==> config.mk <==
export PLATFORM = sky130hd
export DESIGN_NAME = rng_mask_collect
export DESIGN_NICKNAME = d
export VERILOG_FILES = /design/src/rtl/rng_mask_collect.sv
export SDC_FILE = /design/constraint.sdc
export NUM_CORES = 1
export LEC_CHECK = 0
export BUFFER_PORTS_ARGS = -buffer_cell sky130_fd_sc_hd__buf_4
export CAP_MARGIN = 10
export CORE_MARGIN = 2
export CORE_UTILIZATION = 36
export DETAILED_ROUTE_END_ITERATION = 16
export GPL_ROUTABILITY_DRIVEN = 0
export GPL_TIMING_DRIVEN = 1
export PLACE_DENSITY_LB_ADDON = 0.08
export SLEW_MARGIN = 10
export SYNTH_ARGS = -nofsm -noshare
export SYNTH_HDL_FRONTEND = slang
export SYNTH_SLANG_ARGS = --single-unit
==> constraint.sdc <==
create_clock -name clk -period 3.81 [get_ports clk]
set_clock_uncertainty 0.05 [all_clocks]
set_input_delay 0.5715 -clock clk [delete_from_list [all_inputs] [get_ports clk]]
set_output_delay 0.5715 -clock clk [all_outputs]
set_load 0.01 [all_outputs]
==> src/rtl/rng_mask_collect.sv <==
// Serial RNG bit collector producing W-bit mask words, with a
// repetition-count health test that latches a sticky failure.
//
// Ports:
//   clk        - single clock, rising edge
//   vrst       - asynchronous active-low reset
//   en         - collection enable
//   rng_in     - serial random bit from the generator
//   rd         - read strobe to the generator (high only while filling)
//   mask       - collected mask word
//   mask_valid - mask holds an unconsumed word
//   mask_ack   - consumer acknowledge (effective only while mask_valid)
//   rng_fail   - sticky health-test failure
module rng_mask_collect #(
    parameter int W         = 64,
    parameter int RCT_LIMIT = 16
) (
    input  logic         clk,
    input  logic         vrst,
    input  logic         en,
    input  logic         rng_in,
    output logic         rd,
    output logic [W-1:0] mask,
    output logic         mask_valid,
    input  logic         mask_ack,
    output logic         rng_fail
);

    localparam int CW = (W > 1) ? $clog2(W) : 1;
    localparam int RW = $clog2(RCT_LIMIT + 1);

    typedef enum logic [1:0] {
        IDLE,
        FILL,
        HOLD,
        FAIL
    } state_t;

    state_t          state, state_n;
    logic [W-1:0]    sr, sr_n;
    logic [CW-1:0]   cnt, cnt_n;
    logic [RW-1:0]   run, run_n;
    logic [W-1:0]    mask_n;
    logic            mv_n;
    logic            fail_n;

    logic            ack;
    logic [W-1:0]    word;
    logic [RW-1:0]   run_inc;

    assign rd   = (state == FILL);
    assign ack  = mask_valid & mask_ack;
    assign word = {sr[W-2:0], rng_in};

    // run == 0 marks "no previous bit since IDLE"; saturate so it never wraps
    always_comb begin
        run_inc = RW'(1);
        if (run != '0 && rng_in == sr[0]) begin
            if (run == RW'(RCT_LIMIT)) run_inc = run;
            else                      run_inc = run + RW'(1);
        end
    end

    always_comb begin
        state_n = state;
        sr_n    = sr;
        cnt_n   = cnt;
        run_n   = run;
        mask_n  = mask;
        mv_n    = mask_valid;
        fail_n  = rng_fail;
        unique case (state)
            IDLE: begin
                if (ack) mv_n = 1'b0;
                if (en)  state_n = FILL;
            end
            FILL: begin
                if (!en) begin
                    state_n = IDLE;
                    cnt_n   = '0;
                    run_n   = '0;
                    if (ack) mv_n = 1'b0;
                end else begin
                    sr_n  = word;
                    run_n = run_inc;
                    if (run_inc == RW'(RCT_LIMIT)) begin
                        state_n = FAIL;
                        fail_n  = 1'b1;
                        mask_n  = '0;
                        mv_n    = 1'b0;
                    end else if (cnt == CW'(W - 1)) begin
                        cnt_n = '0;
                        if (!mask_valid || mask_ack) begin
                            mask_n = word;
                            mv_n   = 1'b1;
                        end else begin
                            state_n = HOLD;
                        end
                    end else begin
                        cnt_n = cnt + CW'(1);
                        if (ack) mv_n = 1'b0;
                    end
                end
            end
            HOLD: begin
                // mask_valid is always 1 here, so mask_ack alone suffices
                if (mask_ack) begin
                    mask_n  = sr;
                    mv_n    = 1'b1;
                    state_n = en ? FILL : IDLE;
                    if (!en) run_n = '0;
                end
            end
            FAIL: begin
            end
            default: begin
                state_n = IDLE;
            end
        endcase
    end

    always_ff @(posedge clk or negedge vrst) begin
        if (!vrst) begin
            state      <= IDLE;
            sr         <= '0;
            cnt        <= '0;
            run        <= '0;
            mask       <= '0;
            mask_valid <= 1'b0;
            rng_fail   <= 1'b0;
        end else begin
            state      <= state_n;
            sr         <= sr_n;
            cnt        <= cnt_n;
            run        <= run_n;
            mask       <= mask_n;
            mask_valid <= mv_n;
            rng_fail   <= fail_n;
        end
    end

endmodule

=== Word level (Yosys, flattened, before mapping) ===
Cells that the tools add are included.

* Register bits: 143
* Bits of input ports: 5
* Output and inout bits: 67
* Word-level logic and storage cells: 70

* $add $sub $neg: 2
* Eq/ne operators: 16
* Mux-type cells: 30
* Bitwise operators: 1
* Reduce and logical (&&, ||, !) cells: 14

{| class="wikitable"
|+ Operator list
! operator !! count
|-
| $mux 64 || 5
|-
| $pmux 64 s2 || 1
|-
| $mux 5 || 5
|-
| $mux 6 || 3
|-
| $mux 2 || 6
|-
| $eq 5x5->1 const B || 2
|-
| $ne 2x2->1 const B || 5
|-
| $pmux 5 s2 || 1
|-
| $reduce_and 5->1 || 2
|-
| $reduce_and 3->1 || 3
|-
| $mux 1 || 7
|-
| $add 6x1->6 const B || 1
|-
| $eq 6x6->1 const B || 1
|-
| $ne 3x1->1 const B || 2
|-
| $pmux 2 s3 || 1
|-
| $add 5x1->5 const B || 1
|-
| $ne 5x4->1 const B || 1
|-
| $reduce_bool 5->1 || 1
|-
| $ne 4x2->1 const B || 1
|-
| $ne 4x4->1 const B || 1
|-
| $reduce_and 2->1 || 2
|-
| $pmux 1 s3 || 1
|-
| $reduce_bool 3->1 || 1
|-
| $eq 2x1->1 const B || 1
|-
| 8 further kinds || 8
|}

=== Logic depth before layout (Yosys ltp) ===
* Depth in word-level cells: 7
* Depth in mapped cells: 10
* Mapped depth without buffers: 7

=== Worst setup path before layout ===
OpenSTA, ideal clock, no wires.

* Path type: register -> register
* Start: register run[0]
* End: register mask[24]
* Library setup time: 0.125 ns
* Arrival: 2.116 ns
* Data required time: 3.635 ns
* Path slack: 1.519 ns
* Cell stages (with the launch flop): 10
* Path buffers: 2
* Clock period less this slack: 2.291 ns
* Cell sequence: dfrtp_1 -> inv_1 -> ha_1 -> nand2b_1 -> a21oi_1 -> o2111a_1 -> buf_2 -> a31oi_4 -> buf_6 -> mux2_2

* Cells in the longest elaborated chain, start to end: 7
* Elaborated cells on any way between the ends: 13
* Those cells by class: 1 x add/sub; 4 x eq/ne; 5 x mux; 3 x reduce/logical

{| class="wikitable"
|+ RTL lines
! element !! line !! text
|-
| from (decl) || 42 || <nowiki>logic [RW-1:0] run, run_n;</nowiki>
|-
| from (signal assigned) || 135 || <nowiki>run <= run_n;</nowiki>
|-
| $add 5x1->5 (tied with other cells) || 60 || <nowiki>else run_inc = run + RW'(1);</nowiki>
|-
| $mux 5 / $logic_and 1x1->1 (equally long branches) || 59, 58 ||
|-
| $mux 5 * || 58 || <nowiki>if (run != '0 && rng_in == sr[0]) begin</nowiki>
|-
| $eq 5x5->1 * || 86 || <nowiki>if (run_inc == RW'(RCT_LIMIT)) begin</nowiki>
|-
| $mux 64 || 86 ||
|-
| $mux 64 || 78 || <nowiki>if (!en) begin</nowiki>
|-
| $pmux 64 s2 || 72 || <nowiki>unique case (state)</nowiki>
|-
| to (signal assigned) || 136 || <nowiki>mask <= mask_n;</nowiki>
|-
| to (decl) || 23 || <nowiki>output logic [W-1:0] mask,</nowiki>
|}

Mark *: on every way between the ends. The rest lies on a longest branch, timed or not. The select of a mux whose other input is x is not followed.
A chain may end at the register's enable or synchronous reset.

=== Worst setup path after layout ===
Same ends and word-level chain as after synthesis.

==> results.sh <==
export IMPL_run_status="finished clean"
export IMPL_worstSkewPairLatency_ps=410
export IMPL_ys_top_cells_by_count="143 x dfrtp_1, 123 x mux2_2, 74 x a21oi_1"
export IMPL_grt_pass1_vias=4867
export IMPL_worst_slew_margin_rel_pct=37.1
export IMPL_vias_per_cell=5.06
export IMPL_critPathRequiredTime_ps=4060
export IMPL_dieArea_sq_um=20800
export IMPL_grt_max_degree=102
export IMPL_drtAntennaViolNets=0
export IMPL_vias=4588
export IMPL_drive_gt1_share_pct=37.9
export IMPL_crit_family="compound AO/OA/AOI/OAI gates"
export IMPL_fin_crit_sh_pct=76.8
export IMPL_core_area_sq_um=19400
export IMPL_synthArstFlopShare_pct=100
export IMPL_drt_initial_drc_count=184
export IMPL_critPathMostFrequentCell="inv_1"
export IMPL_firstDrtPassIters=5
export IMPL_path_class="flip-flop to flip-flop"
export IMPL_final_max_slew_viol_count=0
export IMPL_cp_data_arrival_time_ps=3170
export IMPL_synth_seq_area_share_pct=50.6
export IMPL_grt_pass1_wl_microns=24400
export IMPL_rsz0062_at_grt="no"
export IMPL_yosys_area_top_type_share_pct=50.6
export IMPL_ys_types=45
export IMPL_synth_edf_count=0
export IMPL_die_w_microns=144
export IMPL_cts_repair_resized=0
export IMPL_cts_max_level=4
export IMPL_startpoint_type="flip-flop"
export IMPL_syn_area_per_cell_sq_um=12.3
export IMPL_pin_count=72
export IMPL_critPathSlowestCell="nand2_1"
export IMPL_routedWlPerCell_microns=16.1
export IMPL_grt_overflow_total=0
export IMPL_slowest_delay_ps=470
export IMPL_min_period_ps=2930
export IMPL_tightest_slew_ps=944
export IMPL_hpwlAfterDp_microns=9050
export IMPL_fp_dieH_microns=144
export IMPL_cp_max_fo=64
export IMPL_cp_buffers_inverters=3
export IMPL_drc=0
export IMPL_placementRows=51
export IMPL_vdd_ir_drop_max_uv=295
export IMPL_nets=641
export IMPL_p_per_area_nw_per_um2=595
export IMPL_grt_total_usage_pct=15.0
export IMPL_clkTransAtPathRegs_ps=60
export IMPL_hold_buffers=0
export IMPL_syn_to_final_growth_pct=19.8
export IMPL_endpoint_kind="flip-flop"
export IMPL_hold_violations=0
export IMPL_clock_sinks=143
export IMPL_fin_tns_setup_ps=0
export IMPL_layout_cells_non_filler=907
export IMPL_p_leak_nw=3.96
export IMPL_hold_path_class="primary input to asynchronous set/reset pin"
export IMPL_fin_area_sq_um=8470
export IMPL_yosysTopAreaCell="dfrtp_1"
export IMPL_root_buffer="clkbuf_16"
export IMPL_synth_fp_nets=585
export IMPL_io_buffers=71
export IMPL_max_freq_mhz=342
export IMPL_path_cells="inv_1 -> ha_1 -> inv_1 -> o21ai_0 -> nand2_1 -> a31oi_4 -> buf_12 -> mux2_2"
export IMPL_grt_antenna_before_repair=0
export IMPL_syn_cell_area_sq_um=7070
export IMPL_diodes=0
export IMPL_initial_utilization_pct=36.5
export IMPL_ys_flop_type="dfrtp_1"
export IMPL_clockBufferDepth=2
export IMPL_wl_microns=14600
export IMPL_cts_tree="done"
export IMPL_post_cts_repair_setup_buffers=0
export IMPL_placed_area_sq_um=7850
export IMPL_yosys_warnings=0
export IMPL_setup_viol=0
export IMPL_postSynthCellCount=573
export IMPL_max_cap_violations=0
export IMPL_synthTopCellsByArea="dfrtp_1 51%, mux2_2 20%, mux2i_1 9.2%"
export IMPL_synth_most_common_cell="dfrtp_1"
export IMPL_dp_cells=875
export IMPL_ys_ff_latch=143
export IMPL_cts_inserted_buffers=17
[state kept, by name, summed over array words and instances (netlist names)]
register and cells:
mask 64, sr 64, cnt 6, run 5, state 2, mask_valid 1, rng_fail 1
[final timing paths]
kind	start	endpoint	slack (ps)	cells after the start
max	run[0]$_DFFE_PN0P_	mask[24]$_DFFE_PN0P_	880	8
min	vrst	mask[15]$_DFFE_PN0P_	230	1
max reg2reg	run[0]$_DFFE_PN0P_	mask[24]$_DFFE_PN0P_	880	8
min reg2reg	rng_fail$_DFFE_PN0P_	rng_fail$_DFFE_PN0P_	410	1
max in group asynchronous	vrst	sr[62]$_DFFE_PN0P_	2520	2
min in group clk	rng_in	sr[0]$_DFFE_PN0P_	390	2
[area by class of cell]
| cell class | instances | area [sq um] |
|---|---|---|
| fillers | 1875 | 10900 |
| multi-input cells | 376 | 3260 |
| well taps | 265 | 332 |
| inverters | 10 | 37.5 |
| repair buffers | 81 | 637 |
| clock inverters | 11 | 153 |
| clock buffers | 21 | 470 |
| flip-flops and latches | 143 | 3580 |
[where the power goes]
group | switching (mW) | internal, mW | leakage (nW)
registers | 0.179 | 1.73 | 1.95
clock network | 0.645 | 1.09 | 0.297
logic | 0.743 | 0.654 | 1.72
[per-stage QoR]
stage               util, %  setup WS [ps]  power (mW)  hold WS [ps]
finish                 43.7            884        5.04           225
global route           43.7            614        5.34           309
global placement       40.5            937        3.33           406
floorplan                 -           1520        2.94           226
CTS                    43.7            883        5.13           263
detailed placement     40.5            892        3.36           407
[layout by cell type (no fill, tap or decap), drive strengths merged, types with 6 or more instances in the layout]
| cell | netlist | layout |
|---|---|---|
| nand3 | 8 | 8 |
| o21ai | 9 | 9 |
| inv | 10 | 13 |
| mux2i | 65 | 65 |
| nand2b | 7 | 7 |
| mux2 | 128 | 128 |
| dfrtp | 143 | 143 |
| nand4 | 6 | 6 |
| clkbuf | 21 | 21 |
| and3 | 7 | 7 |
| nand2 | 11 | 11 |
| buf | 23 | 81 |
| a21oi | 75 | 75 |
| ha | 7 | 7 |
[cell families (layout without fill, tap and decap cells)]
group                      Yosys count  count (layout)  share of synthesized area (%)
muxes                              193             193                           29.6
DFF                                143             143                           50.6
AOI/OAI and AO/OA                  114             114                           9.82
and+or+nand+nor                     58              58                           4.62
buffers and inverters               54             123                           3.64
adders and majority gates            7               7                           1.24
xor gates and xnor gates             4               4                          0.495
[routing by layer]
layer | GRT usage (%) | vias up | wire, microns
met2 | 24.0 | 60 | 6840
met4 | 4.45 | 0 | 148
met1 | 20.1 | 2314 | 7250
met5 | 0 | - | 0
li1 | - | 2203 | -
met3 | 3.74 | 11 | 345
(Power assumes the default switching activity.)
